**config.mk**
```make
export PLATFORM = sky130hd
export DESIGN_NAME = shift_add_mult
export DESIGN_NICKNAME = d
export VERILOG_FILES = /design/src/rtl/shift_add_mult.sv
export SDC_FILE = /design/constraint.sdc
export NUM_CORES = 1
export LEC_CHECK = 0
export CORE_ASPECT_RATIO = 0.6
export CORE_MARGIN = 2
export CORE_UTILIZATION = 50
export CTS_BUF_LIST = sky130_fd_sc_hd__clkbuf_4
export DETAILED_ROUTE_END_ITERATION = 8
export PLACE_DENSITY = 0.75
export SYNTH_ARGS = -nofsm -noshare
export SYNTH_HDL_FRONTEND = slang
export SYNTH_SLANG_ARGS = --single-unit
```
**constraint.sdc**
```tcl
create_clock -name clk -period 3.5 [get_ports clk]
set_input_delay 0.7 -clock clk [delete_from_list [all_inputs] [get_ports clk]]
set_output_delay 0.7 -clock clk [all_outputs]
set_load 0.02 [all_outputs]
```
**src/rtl/shift_add_mult.sv**
```systemverilog
// shift_add_mult: multi-cycle shift-and-add multiplier, unsigned or two's-complement per operation
module shift_add_mult #(
    parameter int WIDTH = 8
) (
    input  logic               clk,
    input  logic               rst_b,
    input  logic               start,
    input  logic               mode_signed,
    input  logic [WIDTH-1:0]   A,
    input  logic [WIDTH-1:0]   B,
    output logic               rdy,
    output logic               done,
    output logic [2*WIDTH-1:0] P
);
    typedef enum logic [1:0] {IDLE, RUN, FIN} state_t;
    state_t             state;
    logic               neg;
    logic [2*WIDTH-1:0] rm;
    logic [2*WIDTH-1:0] rp;
    logic [WIDTH-1:0]   rq;
    logic [WIDTH-1:0]   abs_a;
    logic [WIDTH-1:0]   abs_b;
    // magnitudes: the most negative value maps to 2^(WIDTH-1) as an unsigned number
    assign abs_a = (mode_signed && A[WIDTH-1]) ? -A : A;
    assign abs_b = (mode_signed && B[WIDTH-1]) ? -B : B;
    assign rdy   = (state == IDLE);
    assign P     = rp;
    // load on start, add/shift until no multiplier bits remain, then fix the sign and pulse done
    always_ff @(posedge clk or negedge rst_b) begin
        if (!rst_b) begin
            state <= IDLE;
            neg   <= 1'b0;
            rm    <= '0;
            rq    <= '0;
            rp    <= '0;
            done  <= 1'b0;
        end else begin
            done <= 1'b0;
            case (state)
                IDLE: if (start) begin
                    state <= RUN;
                    neg   <= mode_signed & (A[WIDTH-1] ^ B[WIDTH-1]);
                    rm    <= {{WIDTH{1'b0}}, abs_a};
                    rq    <= abs_b;
                    rp    <= '0;
                end
                RUN: if (rq != '0) begin
                    if (rq[0]) rp <= rp + rm;
                    rm <= rm << 1;
                    rq <= rq >> 1;
                end else begin
                    rp    <= neg ? ~rp + 1'b1 : rp;
                    state <= FIN;
                    done  <= 1'b1;
                end
                FIN:     state <= IDLE;
                default: state <= IDLE;
            endcase
        end
    end
endmodule

```
# Word level (Yosys, flattened, before mapping)
# Index checks and enable logic that the tools add are counted.
# W data, S select, Z words.
# totals
out_inout_bits,18
ff_bits,44
# classes
bitwise,3
n_eq_ne,6
reduce_logical,9
n_addsub,4
n_mux,18
# ops
cell,n
$mux W16,6
$pmux W16 S2,2
$mux W8,4
$add A16 B1 Y16 const B,1
$add A16 B16 Y16,1
$neg A8 Y8,2
$not A16 Y16,1
$pmux W8 S2,1
$reduce_bool A8 Y1,1
$ne A2 B2 Y1 const B,3
$ne A3 B3 Y1 const B,2
$mux W2,2
$pmux W2 S2,1
$reduce_and A2 Y1,2
$reduce_and A4 Y1,1
$reduce_and A3 Y1,1
$eq A2 B1 Y1 const B,1
$logic_and A1 B1 Y1,2
$logic_not A2 Y1,1
$mux W1,2
$reduce_bool A2 Y1,1
$and A1 B1 Y1,1
$xor A1 B1 Y1,1

# Longest topological paths before layout
# Gate-level depths: netlist (run 1).
# depth
ltp_word,5
ltp_mapped,9

# Worst setup path before layout (run 1)
# OpenSTA, ideal clock, no wires.
# synth_path
kind,register to register
from,register rp[8] (netlist: P[8])
to,register rp[11] (netlist: P[11])
setup_ns,0.135
stages_incl_launch_ff,9
period_less_slack_ns,2.264
t_required_ns,3.365
arrival_time_ns,2.129
path_slack_ns,1.236
path_cell_list,dfrtp_1 > ha_1 > clkbuf_1 > a21oi_1 > o21ai_0 > a311oi_1 > nand2_1 > a221oi_1 > o31ai_1
# synth_via
elab_chain_len,5
# synth_lines
item,line,text
start: declaration,19,logic [2*WIDTH-1:0] rp;
start signal: assignment,48,if (rq[0]) rp <= rp + rm;
start signal: assignment,52,rp <= neg ? ~rp + 1'b1 : rp;
$not A16 Y16,52,
$add A16 B1 Y16,52,
$mux W16,52,
$mux W16 *,47,RUN: if (rq != '0) begin
$pmux W16 S2 *,39,case (state)
# Mark *: on every way between the ends. The rest lies on a longest branch, timed or not. The select of a mux whose other input is x is not followed.
# A chain may end at the register's enable or synchronous reset.

# Final worst setup path (run 1)
# layout_path
from,register rp[0] (netlist: P[0])
to,register rp[12] (netlist: P[12])
# The elaborated chain is that of the path after synthesis.

==> results of run 1 <==
==> worst paths after layout <==
path                       startpoint      to  slack, ns
setup / recovery                 P[0]   P[12]       0.99
hold / removal                  rst_b    P[2]       0.50
setup reg to reg                 P[0]   P[12]       0.99
hold reg to reg                rm[10]  rm[10]       0.54
max in group asynchronous       rst_b   rm[4]       2.38
min in group clk               rm[10]  rm[10]       0.54
==> power breakdown <==
group	total, mW	internal, mW	switching, mW
Combinational	1.85	0.718	1.13
Clock	0.249	0.0822	0.166
Sequential	0.953	0.687	0.266
==> sequential cells by signal, indices dropped and copies added, names as in the netlist <==
signal	cells
state	2
P	16
neg	1
done	1
rm	16
rq	8
==> through the flow <==
step           power, mW  hold slack (ns)
2_1_floorplan       2.22            0.404
3_3_place_gp        2.72            0.490
3_5_place_dp        2.77            0.509
4_1_cts             3.02            0.533
5_1_grt             3.31            0.559
6_report            3.05            0.501
==> metal layers <==
layer  track usage  up-vias
met1         0.427     1482
met4        0.0545        0
met3        0.0509        8
met2         0.362      150
li1              -     1585
met5             0        -
==> cells by family after synthesis <==
| logic type | after synthesis | synth area share |
|---|---|---|
| flops | 44 | 0.337 |
| xor+xnor | 16 | 0.0428 |
| buf+inv | 30 | 0.0367 |
| compound gates | 138 | 0.262 |
| mux | 2 | 0.00650 |
| simple gates | 166 | 0.241 |
| fa+ha+maj | 19 | 0.0750 |
==> layout by cell type, fill, tap and decap left out, drive strengths merged, types with 7 or more instances in the layout <==
cell type and instances:
nand2 63, nor2 37, xnor2 11, nand3 12, o21ai 47, nor3 21
a21o 8, dfrtp 44, inv 15, ha 18, clkdlybuf4s50 36, a21oi 37
o221ai 7
==> layout make-up <==
type | count | area (um2) | area share
multi-input cells | 341 | 2050 | 0.548
well taps | 84 | 105 | 0.0281
clock buffers | 6 | 45.0 | 0.0120
repair buffers | 39 | 380 | 0.102
flip-flops and latches | 44 | 1100 | 0.294
clock inverters | 1 | 5.00 | 0.00134
inverters | 15 | 56.3 | 0.0150
==> flow_metrics.env, run 1 <==
export IMPL_status="finished, final reports clean"
export IMPL_antenna_found_initial=0
export IMPL_crit_required_ns=3.77
export IMPL_tightest_slew_ns=0.997
export IMPL_finalInstanceArea_um2=3750
export IMPL_diodes=0
export IMPL_met3_length_um=893
export IMPL_setup_ws_ns=0.988
export IMPL_grt_usage=0.267
export IMPL_hp_class="input pin to asynchronous set/reset pin"
export IMPL_cts_buffer_depth=2
export IMPL_p_per_area_nw_per_um2=813
export IMPL_vias_per_cell=6.08
export IMPL_hold_violations=0
export IMPL_detail_route_iter0_violations=311
export IMPL_grt_pass1_wl_mm=14.8
export IMPL_cpMaxStageDelayCell="dfrtp_1"
export IMPL_die_h_um=66.7
export IMPL_gp_congestion=1.05
export IMPL_htree_num_levels=2
export IMPL_top_layer="met4"
export IMPL_peakVddDrop_mv=0.381
export IMPL_cts_buffers_inserted=5
export IMPL_fin_setup_tns_ns=0
export IMPL_fmaxAchievable_ghz=0.398
export IMPL_synth_top_cells_by_area="dfrtp_1, nand2_1, o21ai_0"
export IMPL_drive_gt1_frac=0.0471
export IMPL_period_share=0.718
export IMPL_syn_area_um2=3270
export IMPL_synth_flop_cell="dfrtp_1"
export IMPL_critPathArrivalTime_ns=2.78
export IMPL_leakage_nw=1.57
export IMPL_worstPathBufferInverterCount=1
export IMPL_ios=38
export IMPL_cp_depth=9
export IMPL_relSlewSlack=0.331
export IMPL_synth_edf_count=0
export IMPL_die_area_um2=7230
export IMPL_fp_dieW_um=108
export IMPL_route_met2_wl_mm=3.43
export IMPL_endpoint_kind="flop"
export IMPL_layout_nets=485
export IMPL_synth_distinct_cells=57
export IMPL_syn_area_per_cell_um2=7.88
export IMPL_finalCriticalPeriod_ns=2.51
export IMPL_place_inst=523
export IMPL_drv_slew=0
export IMPL_rows=22
export IMPL_io_buffers=37
export IMPL_final_cells=530
export IMPL_clock_skew_ns=0.00763
export IMPL_pre_cts_ws_ns=1.05
export IMPL_drc=0
export IMPL_grt_max_degree=45
export IMPL_detail_route_antenna_nets=0
export IMPL_final_fill_count=575
export IMPL_worst_path_largest_cell_delay_ns=0.45
export IMPL_cts_sinks=44
export IMPL_path_cells="ha_1 > inv_1 > fa_1 > nor2b_1 > o21a_1 > o21ai_0 > a211oi_1 > nor3_1 > o31ai_1"
export IMPL_yosysTopAreaCell="dfrtp_1"
export IMPL_drv_cap=0
export IMPL_coreArea_um2=6220
export IMPL_syn2layout_area_growth_pct=14.5
export IMPL_crit_path_start_kind="flop"
export IMPL_placed_area_um2=3700
export IMPL_synth_most_common_cell="nand2_1"
export IMPL_syn_nets=454
export IMPL_crit_family="compound AO/OA/AOI/OAI gates"
export IMPL_cts_setup_buffers=0
export IMPL_ys_seq_area_frac=0.337
export IMPL_start_util=0.526
export IMPL_rsz0062_at_grt="false"
export IMPL_synthCells=415
export IMPL_post_drt_wl_per_cell_um=16.8
export IMPL_ys_seq_elements=44
export IMPL_synth_top_area_frac=0.337
export IMPL_vias=3225
export IMPL_grt_pass1_vias=2836
export IMPL_cp_max_fo=5
export IMPL_clk_latency_ns=0.35
export IMPL_cts_root_buffer="clkbuf_4"
export IMPL_cts_hold_buf=0
export IMPL_grt_overflow_total=0
export IMPL_yosysWarnings=0
export IMPL_drt_pass1_iterations=6
export IMPL_yosys_top_cells_count="nand2_1, o21ai_0, dfrtp_1"
export IMPL_reg2reg_depth=9
export IMPL_critical_path_class="flop to flop"
export IMPL_hpwl_mm=6.85
export IMPL_final_util=0.602
export IMPL_met1_length_mm=4.55
export IMPL_ys_async_sr_fraction=1.00
export IMPL_setup_viol=0
export IMPL_wl_mm=8.93
export IMPL_cts_resized=0
export IMPL_cts_tree="yes"
export IMPL_clk_pin_slew_worst_paths_ns=0.13
Power figures use the tool's default switching activity.
==> run 2: changes to the inputs <==
--- a/config.mk
+++ b/config.mk
@@ -10,7 +10,7 @@
 export CORE_UTILIZATION = 50
 export CTS_BUF_LIST = sky130_fd_sc_hd__clkbuf_4
 export DETAILED_ROUTE_END_ITERATION = 8
-export PLACE_DENSITY = 0.75
+export PLACE_DENSITY = 0.78
 export SYNTH_ARGS = -nofsm -noshare
 export SYNTH_HDL_FRONTEND = slang
 export SYNTH_SLANG_ARGS = --single-unit
==> constraint.sdc (replaced) <==
create_clock -name clk -period 2.3 [get_ports clk]
set_input_delay 0.46 -clock clk [delete_from_list [all_inputs] [get_ports clk]]
set_output_delay 0.46 -clock clk [all_outputs]
set_load 0.02 [all_outputs]
==> run 2 against run 1 <==
  * Non-clock buffer count grew 30
  * Worst setup slack lost 0.95 ns
  * First-iteration DRC count grew 39%
  * Critical path depth shrank 2
  * Sequential power grew 41%
  * Register-to-register slack lost 0.95 ns
  * Via count grew 9.0%
  * Sequential share of layout area shrank 2.0 points
  * Clock skew grew 0.014 ns
  * Core utilization grew 4.3 points
  * Power grew 64%
  * Critical endpoint is now P[11]
==> flow_metrics.env, run 2 (synthesis gave the netlist of run 1 again) <==
export IMPL_status="finished, final reports clean"
export IMPL_worstPathBufferInverterCount=0
export IMPL_detail_route_antenna_nets=0
export IMPL_p_switching_mw=2.55
export IMPL_leakage_nw=1.72
export IMPL_drc=0
export IMPL_cts_buffer_depth=2
export IMPL_hp_class="input pin to asynchronous set/reset pin"
export IMPL_drv_cap=0
export IMPL_vias_per_cell=6.28
export IMPL_coreArea_um2=6220
export IMPL_cts_sinks=44
export IMPL_drv_slew=0
export IMPL_vias=3514
export IMPL_worst_path_largest_cell_delay_ns=0.46
export IMPL_p_clk_frac=0.075
export IMPL_critPathArrivalTime_ns=2.51
export IMPL_cts_tree="yes"
export IMPL_rows=22
export IMPL_crit_required_ns=2.55
export IMPL_final_common_cell="nand2_1"
export IMPL_grt_usage=0.289
export IMPL_p_sw_frac=0.509
export IMPL_die_h_um=66.7
export IMPL_fp_dieW_um=108
export IMPL_grt_pass1_vias=3156
export IMPL_tightest_slew_ns=0.573
export IMPL_final_cell_mix="nand2_1, dfrtp_1, o21ai_0"
export IMPL_crit_path_start_kind="flop"
export IMPL_cts_buffers_inserted=5
export IMPL_diodes=0
export IMPL_fmaxAchievable_ghz=0.442
export IMPL_place_inst=549
export IMPL_gp_congestion=0.946
export IMPL_die_area_um2=7230
export IMPL_clock_skew_ns=0.0215
export IMPL_final_cells=560
export IMPL_cp_max_fo=5
export IMPL_crit_family="compound AO/OA/AOI/OAI gates"
export IMPL_power_share_sequential=0.267
export IMPL_grt_busiest_layer="met1"
export IMPL_peakVddDrop_mv=0.670
export IMPL_period_share=0.984
export IMPL_final_util=0.645
export IMPL_hold_violations=0
export IMPL_reg2reg_depth=7
export IMPL_hpwl_mm=7.34
export IMPL_endpoint_kind="flop"
export IMPL_use_met2=0.392
export IMPL_start_util=0.526
export IMPL_grt_overflow_total=0
export IMPL_power_frac_comb=0.658
export IMPL_layout_nets=515
export IMPL_use_met1=0.427
export IMPL_ios=38
export IMPL_r2r_start="P[1]"
export IMPL_clk_pin_slew_worst_paths_ns=0.14
export IMPL_setup_viol=0
export IMPL_antenna_found_initial=0
export IMPL_detail_route_iter0_violations=433
export IMPL_relSlewSlack=0.618
export IMPL_drt_pass1_iterations=6
export IMPL_reg2reg_to="P[11]"
export IMPL_critical_path_class="flop to flop"
export IMPL_grt_max_degree=44
export IMPL_syn2layout_area_growth_pct=22.7
export IMPL_finalCriticalPeriod_ns=2.26
export IMPL_htree_num_levels=2
export IMPL_path_cells="ha_1 > a211oi_1 > o21ai_1 > nand4_1 > nand2_1 > a221oi_1 > o31ai_1"
export IMPL_reg2reg_setup_slack_ns=0.04
export IMPL_gr_usage_met3=0.0871
export IMPL_cts_root_buffer="clkbuf_4"
export IMPL_p_per_area_nw_per_um2=1250
export IMPL_drive_gt1_frac=0.124
export IMPL_cpMaxStageDelayCell="dfrtp_1"
export IMPL_clk_latency_ns=0.39
export IMPL_grt_pass1_wl_mm=15.8
export IMPL_p_int_mw=2.46
export IMPL_io_buffers=37
export IMPL_post_drt_wl_per_cell_um=17.8
export IMPL_wl_mm=9.95
==> run 2: cell count changes in the layout (fill, tap and decap cells not counted), moves of 2 or more <==
cell      delta
clkinv_1     +2
ha_2         +4
ha_1         -4
o21ai_0      -2
buf_4       +29
==> run 2: stage by stage <==
stage                     hold WS, ns  worst slack, ns  total power [mW]  setup TNS, ns  cell area (um2)
after floorplan                 0.164           0.0363              3.37              0             3270
after global placement          0.487           0.0815              4.38              0             3900
after detailed placement        0.484          -0.0476              4.46        -0.0476             3900
after CTS                      0.0626          0.00236              4.84              0             3950
after global routing           0.0603          -0.0298              5.37        -0.0528             4020
final                          0.0415           0.0376              5.01              0             4020
==> run 2: layout make-up <==
class | instances | area [um2]
Multi-Input combinational cell | 341 | 2090
Timing Repair Buffer | 69 | 618
Tap cell | 84 | 105
Inverter | 15 | 56.3
Sequential cell | 44 | 1100
Clock inverter | 2 | 7.51
Clock buffer | 5 | 37.5
Fill cell | 550 | 2210
==> run 2: worst max-delay path by stage <==
stage                     depth (start not counted)  slack (ns)    end  start
final                                             7        0.04  P[11]   P[1]
after global routing                              8       -0.03  P[12]   P[9]
after CTS                                         9       0.002  P[12]  rm[0]
after detailed placement                          9       -0.05  P[12]  rm[0]
after global placement                            9        0.08  P[12]  rm[0]
after floorplan                                   8        0.04  P[11]   P[8]
==> run 2: power by group through the flow <==
| stage | Combinational [mW] | Sequential [mW] | Clock (mW) |
|---|---|---|---|
| 4_1_cts | 3.15 | 1.32 | 0.372 |
| 3_3_place_gp | 3.05 | 1.33 | 0 |
| 5_1_grt | 3.60 | 1.37 | 0.405 |
| 3_5_place_dp | 3.12 | 1.34 | 0 |
| 6_report | 3.30 | 1.34 | 0.374 |
| 2_1_floorplan | 1.98 | 1.40 | 0 |
==> run 2: what timing repair did <==
action                     in CTS  in global routing
resized for setup               1                 11
gates cloned                    0                  0
buffers inserted                0                  4
hold endpoints to repair        0                  0
pin swaps                       0                  5
setup endpoints to repair       1                  7
hold buffers                    0                  0
==> run 2: layer usage <==
layer / share of wire / wire, um / vias to the layer above
met4: 0.022 / 216 / 0
li1: - / - / 1633
met5: 0 / 0 / -
met1: 0.45 / 4520 / 1637
met3: 0.13 / 1300 / 34
met2: 0.39 / 3910 / 210
==> run 3: changes to the inputs <==
--- a/config.mk
+++ b/config.mk
@@ -8,7 +8,6 @@
 export CORE_ASPECT_RATIO = 0.6
 export CORE_MARGIN = 2
 export CORE_UTILIZATION = 50
-export CTS_BUF_LIST = sky130_fd_sc_hd__clkbuf_4
 export DETAILED_ROUTE_END_ITERATION = 8
 export PLACE_DENSITY = 0.78
 export SYNTH_ARGS = -nofsm -noshare
==> run 3 against run 2 <==
  * Critical path depth up 1
  * Combinational power shrank 2%
  * Fmax rose by 0.58%
  * Cell count down 0.54%
  * Largest power group unchanged
  * Via count is the same
  * Flip-flop and latch count is the same
  * First-iteration DRC count increased by 0.46%
  * Worst setup slack gained 0.013 ns
==> flow_metrics.env, run 3 (synthesis gave the netlist of run 1 again) <==
export IMPL_final_fill_count=545
export IMPL_timing_critical_path_from="rm[9]"
export IMPL_reg2reg_to="P[13]"
export IMPL_antenna_found_initial=0
export IMPL_drv_cap=0
export IMPL_grt_pass1_vias=3157
export IMPL_use_met2=0.397
export IMPL_worst_path_largest_cell_delay_ns=0.45
export IMPL_htree_num_levels=2
export IMPL_finalCriticalPeriod_ns=2.25
export IMPL_cts_root_buffer="clkbuf_8"
export IMPL_hold_slack_ns=0.130
export IMPL_hold_violations=0
export IMPL_drt_pass1_iterations=7
export IMPL_status="finished, final reports clean"
export IMPL_detail_route_antenna_nets=0
export IMPL_r2r_start="rm[9]"
export IMPL_crit_required_ns=2.48
export IMPL_hpwl_mm=7.34
export IMPL_cp_max_fo=9
export IMPL_gr_usage_met3=0.0812
export IMPL_leakage_nw=1.73
export IMPL_syn2layout_area_growth_pct=23.4
export IMPL_start_util=0.526
export IMPL_cts_sinks=44
export IMPL_die_h_um=66.7
export IMPL_cts_tree="yes"
export IMPL_die_area_um2=7230
export IMPL_setup_viol=0
export IMPL_fmaxAchievable_ghz=0.445
export IMPL_layout_nets=512
export IMPL_clock_skew_ns=0.0116
export IMPL_worstPathBufferInverterCount=1
export IMPL_hp_class="input pin to asynchronous set/reset pin"
export IMPL_fp_dieW_um=108
export IMPL_wl_mm=9.88
export IMPL_reg2reg_setup_slack_ns=0.05
export IMPL_p_per_area_nw_per_um2=1270
export IMPL_io_buffers=37
export IMPL_grt_max_degree=44
export IMPL_grt_usage=0.289
export IMPL_critical_path_class="flop to flop"
export IMPL_final_common_cell="nand2_1"
export IMPL_final_cells=557
export IMPL_path_cells="ha_1 > nand2_1 > nor2_1 > a311oi_1 > buf_4 > o221ai_1 > xnor2_1 > o21ai_0"
export IMPL_crit_path_start_kind="flop"
export IMPL_endpoint_kind="flop"
export IMPL_detail_route_iter0_violations=435
export IMPL_relSlewSlack=0.621
export IMPL_grt_busiest_layer="met1"
export IMPL_pre_cts_ws_ns=-0.0476
export IMPL_clk_latency_ns=0.31
export IMPL_tightest_slew_ns=0.568
export IMPL_drc=0
export IMPL_ios=38
export IMPL_drv_slew=0
export IMPL_diodes=0
export IMPL_post_drt_wl_per_cell_um=17.7
export IMPL_vias=3514
export IMPL_use_met1=0.431
export IMPL_clk_pin_slew_worst_paths_ns=0.09
export IMPL_cpMaxStageDelayCell="ha_1"
export IMPL_drive_gt1_frac=0.118
export IMPL_crit_family="compound AO/OA/AOI/OAI gates"
export IMPL_cts_hold_buf=0
export IMPL_grt_overflow_total=0
export IMPL_cts_buffers_inserted=5
export IMPL_coreArea_um2=6220
export IMPL_place_inst=549
export IMPL_setup_ws_ns=0.0507
export IMPL_vias_per_cell=6.31
export IMPL_peakVddDrop_mv=0.672
export IMPL_fin_setup_tns_ns=0
export IMPL_cts_buffer_depth=2
export IMPL_grt_pass1_wl_mm=15.8
export IMPL_critPathArrivalTime_ns=2.43
export IMPL_period_share=0.978
export IMPL_reg2reg_depth=8
export IMPL_rows=22
export IMPL_cp_depth=8
export IMPL_crit_end="P[13]"
export IMPL_gp_congestion=0.946
export IMPL_final_cell_mix="nand2_1, dfrtp_1, o21ai_0"
-- run 3: metrics by stage --
| stage | total power [mW] | instance area (um2) | utilization |
|---|---|---|---|
| 6_report | 5.14 | 4040 | 0.649 |
| 2_1_floorplan | 3.37 | 3270 | - |
| 3_3_place_gp | 4.38 | 3900 | 0.628 |
| 5_1_grt | 5.51 | 4040 | 0.649 |
| 4_1_cts | 5.02 | 4010 | 0.644 |
| 3_5_place_dp | 4.46 | 3900 | 0.628 |
-- run 3: final cells by class --
cell class	instances	area [um2]	area share
timing repair buffer	66	596	0.148
inverter	15	56.3	0.0139
clock buffer	7	96.3	0.0239
sequential	44	1100	0.273
multi-input combinational	341	2080	0.516
tap	84	105	0.0260
-- run 3: worst min-delay path by stage --
stage | start | end | slack [ns]
after global placement | rst_b | P[2] | 0.49
final | rst_b | done | 0.13
after detailed placement | rst_b | P[2] | 0.48
after global routing | rst_b | done | 0.16
after floorplan | rst_b | P[0] | 0.16
after CTS | rst_b | P[2] | 0.15
-- run 3: what timing repair did --
item                       4_1_cts  5_1_grt
gates cloned                     0        0
pin swaps                        0        3
hold endpoints to repair         0        0
setup buffers                    0        1
resized for setup                1        9
setup endpoints to repair        1        7
-- run 3: per-layer routing --
layer	routed length, um	up-vias
met5	0	-
met4	212	0
met3	1260	34
met2	3910	227
met1	4500	1629
li1	-	1624
-- run 3: where the power goes --
part	leakage [nW]	internal (mW)	switching, mW
clock network	0.0503	0.268	0.277
registers	0.583	1.05	0.290
logic	1.10	1.29	1.97
total	1.73	2.60	2.53
